**config.mk**
```make
export PLATFORM = sky130hd
export DESIGN_NAME = avalon_mm_multi_master
export DESIGN_NICKNAME = d
export VERILOG_FILES = /design/src/rtl/avalon_mm_multi_master.sv
export SDC_FILE = /design/constraint.sdc
export NUM_CORES = 1
export LEC_CHECK = 0
export BUFFER_PORTS_ARGS = -buffer_cell sky130_fd_sc_hd__buf_2
export CAP_MARGIN = 10
export CORE_MARGIN = 10
export CORE_UTILIZATION = 40
export CTS_CLUSTER_DIAMETER = 80
export DETAILED_ROUTE_END_ITERATION = 7
export PLACE_DENSITY = 0.68
export REMOVE_ABC_BUFFERS = 1
export SYNTH_ARGS = -nofsm -noshare
export SYNTH_HDL_FRONTEND = slang
export SYNTH_SLANG_ARGS = --single-unit
```
**constraint.sdc**
```tcl
create_clock -name CLK -period 2.62 [get_ports CLK]
set_clock_uncertainty 0.2 [all_clocks]
set_input_delay 0.655 -clock CLK [delete_from_list [all_inputs] [get_ports CLK]]
set_output_delay 0.655 -clock CLK [all_outputs]
set_load 0.01 [all_outputs]
```
**src/rtl/avalon_mm_multi_master.sv**
```systemverilog
// Multi-channel Avalon-MM master. Several independent requesters each own a
// one-entry request buffer; an arbiter (round-robin or fixed priority) picks one
// pending request at a time and drives it onto a single Avalon-MM master port.
// Supports bus locking by one channel and an optional wait-request timeout.
module avalon_mm_multi_master #(
  parameter int CHANNELS      = 3,
  parameter int WIDTH         = 32,
  parameter int ADDR_WIDTH    = 32,
  parameter int PRIORITY_MODE = 0,
  parameter int TIMEOUT       = 0
) (
  input  logic                           CLK,
  input  logic                           RST,
  input  logic [CHANNELS-1:0]            start,
  input  logic [CHANNELS-1:0]            rnw,
  input  logic [CHANNELS-1:0]            lock_req,
  input  logic [CHANNELS*ADDR_WIDTH-1:0] address_to_access,
  input  logic [CHANNELS*WIDTH-1:0]      data_to_write,
  output logic [CHANNELS-1:0]            busy,
  output logic [CHANNELS-1:0]            done,
  output logic [CHANNELS-1:0]            err,
  output logic [WIDTH-1:0]               data_read,
  output logic [ADDR_WIDTH-1:0]          ADDRESS,
  output logic                           BEGINTRANSFER,
  output logic                           READ,
  output logic                           WRITE,
  output logic [WIDTH-1:0]               WRITEDATA,
  output logic                           LOCK,
  input  logic [WIDTH-1:0]               READDATA,
  input  logic                           WAITREQUEST
);

  localparam int IDX_W = (CHANNELS > 1) ? $clog2(CHANNELS) : 1;
  // Counter only has to reach TIMEOUT-1.
  localparam int TO_W  = (TIMEOUT > 1) ? $clog2(TIMEOUT) : 1;

  localparam logic [0:0] S_IDLE = 1'b0;
  localparam logic [0:0] S_XFER = 1'b1;

  // Control state
  logic [0:0]                           state_q, state_d;
  logic [CHANNELS-1:0]                  pend_q, pend_d;
  logic [IDX_W-1:0]                     gnt_q, gnt_d;
  logic [IDX_W-1:0]                     rr_ptr_q, rr_ptr_d;
  logic [IDX_W-1:0]                     owner_q, owner_d;
  logic                                 owner_vld_q, owner_vld_d;
  logic [TO_W-1:0]                      wait_cnt_q, wait_cnt_d;
  logic [CHANNELS-1:0]                  done_q, done_d;
  logic [CHANNELS-1:0]                  err_q, err_d;

  // Bus-facing and result registers
  logic [WIDTH-1:0]                     data_read_q, data_read_d;
  logic [ADDR_WIDTH-1:0]                address_q, address_d;
  logic [WIDTH-1:0]                     writedata_q, writedata_d;
  logic                                 read_q, read_d;
  logic                                 write_q, write_d;
  logic                                 lock_q, lock_d;
  logic                                 bt_q, bt_d;

  // Per-channel request buffers (data only, no reset needed)
  logic [CHANNELS-1:0]                  rnw_buf_q, rnw_buf_d;
  logic [CHANNELS-1:0]                  lock_buf_q, lock_buf_d;
  logic [CHANNELS-1:0][ADDR_WIDTH-1:0]  addr_buf_q, addr_buf_d;
  logic [CHANNELS-1:0][WIDTH-1:0]       wdata_buf_q, wdata_buf_d;

  // Arbiter results
  logic [CHANNELS-1:0]                  elig;
  logic                                 gnt_vld;
  logic [IDX_W-1:0]                     gnt_sel;

  // Round-robin candidate k positions after the pointer, with wrap-around.
  function automatic logic [IDX_W-1:0] rr_idx(input logic [IDX_W-1:0] ptr, input int k);
    int sum;
    sum = (int'(ptr) + k) % CHANNELS;
    return sum[IDX_W-1:0];
  endfunction

  // A channel is busy while its request waits in the buffer or is on the bus.
  always_comb begin
    busy = '0;
    for (int i = 0; i < CHANNELS; i++) begin
      busy[i] = pend_q[i] | ((state_q == S_XFER) && (gnt_q == IDX_W'(i)));
    end
  end

  // Eligibility and grant selection; a lock owner excludes everyone else.
  always_comb begin
    elig    = '0;
    gnt_vld = 1'b0;
    gnt_sel = '0;
    for (int i = 0; i < CHANNELS; i++) begin
      elig[i] = pend_q[i] && (!owner_vld_q || (owner_q == IDX_W'(i)));
    end
    // Loops run from lowest to highest preference so the last hit wins.
    if (PRIORITY_MODE != 0) begin
      for (int i = CHANNELS - 1; i >= 0; i--) begin
        if (elig[i]) begin
          gnt_vld = 1'b1;
          gnt_sel = IDX_W'(i);
        end
      end
    end else begin
      for (int k = CHANNELS; k >= 1; k--) begin
        if (elig[rr_idx(rr_ptr_q, k)]) begin
          gnt_vld = 1'b1;
          gnt_sel = rr_idx(rr_ptr_q, k);
        end
      end
    end
  end

  // Request capture, grant and transfer sequencing.
  always_comb begin
    state_d     = state_q;
    pend_d      = pend_q;
    gnt_d       = gnt_q;
    rr_ptr_d    = rr_ptr_q;
    owner_d     = owner_q;
    owner_vld_d = owner_vld_q;
    wait_cnt_d  = wait_cnt_q;
    done_d      = '0;
    err_d       = '0;
    data_read_d = data_read_q;
    address_d   = address_q;
    writedata_d = writedata_q;
    read_d      = read_q;
    write_d     = write_q;
    lock_d      = lock_q;
    bt_d        = 1'b0;
    rnw_buf_d   = rnw_buf_q;
    lock_buf_d  = lock_buf_q;
    addr_buf_d  = addr_buf_q;
    wdata_buf_d = wdata_buf_q;

    for (int i = 0; i < CHANNELS; i++) begin
      if (start[i] && !busy[i]) begin
        pend_d[i]      = 1'b1;
        rnw_buf_d[i]   = rnw[i];
        lock_buf_d[i]  = lock_req[i];
        addr_buf_d[i]  = address_to_access[i*ADDR_WIDTH +: ADDR_WIDTH];
        wdata_buf_d[i] = data_to_write[i*WIDTH +: WIDTH];
      end
    end

    case (state_q)
      S_IDLE: begin
        // The done cycle is a turnaround cycle: a channel re-requesting on its
        // done pulse competes in the following arbitration.
        if (gnt_vld && (done_q == '0)) begin
          pend_d[gnt_sel] = 1'b0;
          gnt_d           = gnt_sel;
          if (PRIORITY_MODE == 0) begin
            rr_ptr_d = gnt_sel;
          end
          address_d   = addr_buf_q[gnt_sel];
          read_d      = rnw_buf_q[gnt_sel];
          write_d     = !rnw_buf_q[gnt_sel];
          writedata_d = rnw_buf_q[gnt_sel] ? '0 : wdata_buf_q[gnt_sel];
          lock_d      = lock_buf_q[gnt_sel];
          bt_d        = 1'b1;
          wait_cnt_d  = '0;
          if (lock_buf_q[gnt_sel]) begin
            owner_vld_d = 1'b1;
            owner_d     = gnt_sel;
          end
          state_d = S_XFER;
        end
      end
      default: begin
        if (!WAITREQUEST) begin
          read_d  = 1'b0;
          write_d = 1'b0;
          lock_d  = 1'b0;
          if (read_q) begin
            data_read_d = READDATA;
          end
          done_d[gnt_q] = 1'b1;
          // An unlocked transfer by the owner releases the bus lock.
          if (!lock_q) begin
            owner_vld_d = 1'b0;
          end
          state_d = S_IDLE;
        end else if ((TIMEOUT > 0) && (wait_cnt_q == TO_W'(TIMEOUT - 1))) begin
          read_d        = 1'b0;
          write_d       = 1'b0;
          lock_d        = 1'b0;
          data_read_d   = '0;
          done_d[gnt_q] = 1'b1;
          err_d[gnt_q]  = 1'b1;
          owner_vld_d   = 1'b0;
          state_d       = S_IDLE;
        end else begin
          wait_cnt_d = wait_cnt_q + 1'b1;
        end
      end
    endcase
  end

  // Control and output registers with synchronous reset.
  always_ff @(posedge CLK) begin
    if (RST) begin
      state_q     <= S_IDLE;
      pend_q      <= '0;
      gnt_q       <= '0;
      rr_ptr_q    <= IDX_W'(CHANNELS - 1);
      owner_q     <= '0;
      owner_vld_q <= 1'b0;
      wait_cnt_q  <= '0;
      done_q      <= '0;
      err_q       <= '0;
      data_read_q <= '0;
      address_q   <= '0;
      writedata_q <= '0;
      read_q      <= 1'b0;
      write_q     <= 1'b0;
      lock_q      <= 1'b0;
      bt_q        <= 1'b0;
    end else begin
      state_q     <= state_d;
      pend_q      <= pend_d;
      gnt_q       <= gnt_d;
      rr_ptr_q    <= rr_ptr_d;
      owner_q     <= owner_d;
      owner_vld_q <= owner_vld_d;
      wait_cnt_q  <= wait_cnt_d;
      done_q      <= done_d;
      err_q       <= err_d;
      data_read_q <= data_read_d;
      address_q   <= address_d;
      writedata_q <= writedata_d;
      read_q      <= read_d;
      write_q     <= write_d;
      lock_q      <= lock_d;
      bt_q        <= bt_d;
    end
  end

  // Request buffer contents; only meaningful while the pending bit is set.
  always_ff @(posedge CLK) begin
    rnw_buf_q   <= rnw_buf_d;
    lock_buf_q  <= lock_buf_d;
    addr_buf_q  <= addr_buf_d;
    wdata_buf_q <= wdata_buf_d;
  end

  assign done          = done_q;
  assign err           = err_q;
  assign data_read     = data_read_q;
  assign ADDRESS       = address_q;
  assign BEGINTRANSFER = bt_q;
  assign READ          = read_q;
  assign WRITE         = write_q;
  assign WRITEDATA     = writedata_q;
  assign LOCK          = lock_q;

endmodule

```
==> results.cfg <==
[logic_synthesis]
async_reset_ff_share_pct = 0
yosysWarnings = 0
ys_seq_elements = 311
synth_largest_area_cell = edfxtp_1
yosysTopAreaCellShare_pct = 52.8
ys.flop_type = edfxtp_1
yosysSeqAreaShare_pct = 72.8
synth_area_per_cell_um2 = 13.9
synth_edf_count = 198
synthCells = 813
synth_cell_type_count = 45
netlist_area_mm2 = 0.0113
synth_area_leaders = edfxtp_1 53%, dfxtp_1 20%, mux2i_1 5.9%

[setup_path]
crit_fanout = 10
rr_worst_depth = 9
r2r_slack_ps = 60
cp-end-kind = flop
critPathKind = reg2reg
timing.rr.end = WRITEDATA[28]$_SDFFE_PP0P_
worstPathArrival_ps = 2750
critPathRequiredTime_ps = 2820
setup.worst_path.start = rr_ptr_q[1]$_SDFFE_PP1P_
worstReg2RegStart = rr_ptr_q[1]$_SDFFE_PP1P_
critPathLaunchType = flop

[clock_tree]
cts_root_buf = clkbuf_16
htreeDepth = 2
clock_path_buffers = 3
clock_latency_ps = 500
numCtsBuffers = 34
cts_tree = built
clkSinkCount = 311
clk_pin_slew_ps = 60

[place]
dpl.cell_count = 1507
dpl.hpwl_um = 21300
routabilityCongestion = 0.846
port_buffers = 341

[global_route]
grt.total_usage_pct = 16.8
grt.overflow.total = 0
antenna_found_initial = 5
grt_first_pass_wirelength_um = 46800
first_global_vias = 8232
grt_max_degree = 79

[floorplan]
rows = 61
core_area_mm2 = 0.0278
start_util_pct = 40.6
die-width_um = 188
io_pins = 345
fp.dieH_um = 188
die_area_mm2 = 0.0353

[sta]
maxSlewViolCount = 0
fin_tns_setup_ps = 0
setup_viol = 0
period_share_pct = 97.5
hold_viol = 0
whs_ps = 120
period_needed_ps = 2560
rsz0062_at_grt = false
max_freq_mhz = 391

[hold_path]
min-delay-path-class = in2reg
worstHoldEndpoint = wdata_buf_q[81]$_DFFE_PP_
worstHoldStart = data_to_write[81]
whs_path_depth = 1

[power]
power.density_mw_per_mm2 = 1080
ir_worst_vdd_mv = 0.615
leakage_nw = 6.42

[drt]
postRouteAntennaNets = 0
routed_wl_um = 31700
drc_errors = 0
drt-pass1-iter-count = 5
routed_via_density = 4.93
drt_iter0_drc = 333
avgRoutedWirePerCell_um = 20.1
via_count = 7778

[finish]
final_nets = 1407
area_growth_pct = 31.3
drive_gt1_share_pct = 36.7
fin_cells = 1577

[run]
maxCapViolations = 0

[run_status]
status = finished clean
-- synth_stat cells, types with 6 or more instances --
cell and count:
nor2_1 76, and2_1 6, dfxtp_1 113, buf_2 12
nand2_1 71, a22o_1 64, a21oi_1 104, edfxtp_1 198
buf_6 8, clkbuf_1 25, mux2i_1 66, inv_1 9
-- metal layers --
layer | global-route usage [%] | part of all wire (%) | routed length (µm) | vias to the layer above
met2 | 28.3 | 48 | 15300 | 335
met4 | 5.88 | 2.5 | 804 | 2
met1 | 19.6 | 41 | 12900 | 3667
met5 | 0 | 0.041 | 13 | -
met3 | 5.58 | 8.1 | 2570 | 58
li1 | - | - | - | 3716
-- registers in the layout (all words and copies together) (netlist names) --
register and count:
owner_q 2, rnw_buf_q 3, BEGINTRANSFER 1, pend_q 3
addr_buf_q 96, WRITEDATA 32, LOCK 1, wdata_buf_q 96
READ 1, owner_vld_q 1, ADDRESS 32, lock_buf_q 3
state_q 1, rr_ptr_q 1, done 3, data_read 32
WRITE 1, gnt_q 2
-- layout by cell type, fill, tap and decap left out, drive strengths merged, types with 3 or more instances in the layout --
master	count
inv	9
bufinv	3
o211a	3
clkinv	18
edfxtp	198
and2	6
clkbuf	40
nor2b	5
nor2	76
diode	4
a31oi	3
dfxtp	113
o21ai	3
conb	3
a211o	3
nor3	4
nand2	71
a22o	64
buf	368
mux2i	66
nand2b	4
a21oi	104
a211oi	3
and3b	3
-- where the power goes --
group          total, mW  switching, mW  internal (mW)
clock               4.66           1.90           2.76
combinational       4.56           2.64           1.92
sequential          6.82          0.467           6.35
total               16.0           5.01           11.0
-- how the worst max path moves through the flow --
| stage | to | slack, ps | depth (start not counted) |
|---|---|---|---|
| after floorplan | WRITE$_SDFFE_PP0P_ | -4340 | 6 |
| after detailed placement | WRITEDATA[14]$_SDFFE_PP0P_ | -10 | 10 |
| after global placement | WRITEDATA[14]$_SDFFE_PP0P_ | 5 | 10 |
| after CTS | WRITEDATA[14]$_SDFFE_PP0P_ | 1 | 10 |
| final | WRITEDATA[28]$_SDFFE_PP0P_ | 60 | 9 |
| after global routing | gnt_q[1]$_SDFFE_PP0P_ | 5 | 10 |
-- worst max-delay path: stages (launching register included) --
cell	delay, ps
dfxtp_1	430
ha_4	240
and2_1	130
o31a_1	280
a211o_4	370
buf_12	170
clkbuf_16	180
mux2i_1	160
a21oi_1	80
a22o_1	210
-- logic make-up (layout without fill, tap and decap cells) --
kind of cell / Yosys count / in the layout / synth area share (%)
DFF: 311 / 311 / 72.8
AOI/OAI and AO/OA: 194 / 196 / 11.5
and+or+nand+nor: 175 / 175 / 6.46
muxes: 68 / 68 / 6.06
buffers and inverters: 62 / 440 / 2.86
adders and majority gates: 2 / 2 / 0.222
other: 1 / 7 / 0.0333
-- area by class of cell --
cell class              instances  area [µm²]
clock buffers                  39         891
inverters                       9        33.8
flip-flops and latches        311        8210
fillers                      2422       13000
diodes                          4        10.0
repair buffers                369        2080
multi-input cells             444        2880
clock inverters                23         215
well taps                     378         473
-- stage by stage --
| step | utilization, % | area, µm² | power, mW | setup WS, ps |
|---|---|---|---|---|
| after floorplan | - | 11000 | 9.45 | -4340 |
| after global placement | 48.7 | 13500 | 11.2 | 5.03 |
| after detailed placement | 48.7 | 13500 | 11.3 | -13.6 |
| after CTS | 52.7 | 14600 | 16.0 | 1.12 |
| after global routing | 53.2 | 14800 | 16.9 | 5.46 |
| final | 53.2 | 14800 | 16.0 | 64.5 |
-- what timing repair did --
action                     in CTS  in global routing
resized for setup               1                 17
setup endpoints to repair       1                 63
buffers inserted                0                  1
hold endpoints to repair        0                  0
gates cloned                    0                  3
pin swaps                       0                  4
hold buffers                    0                  0
Note: power is estimated with default switching activity, not from simulation.
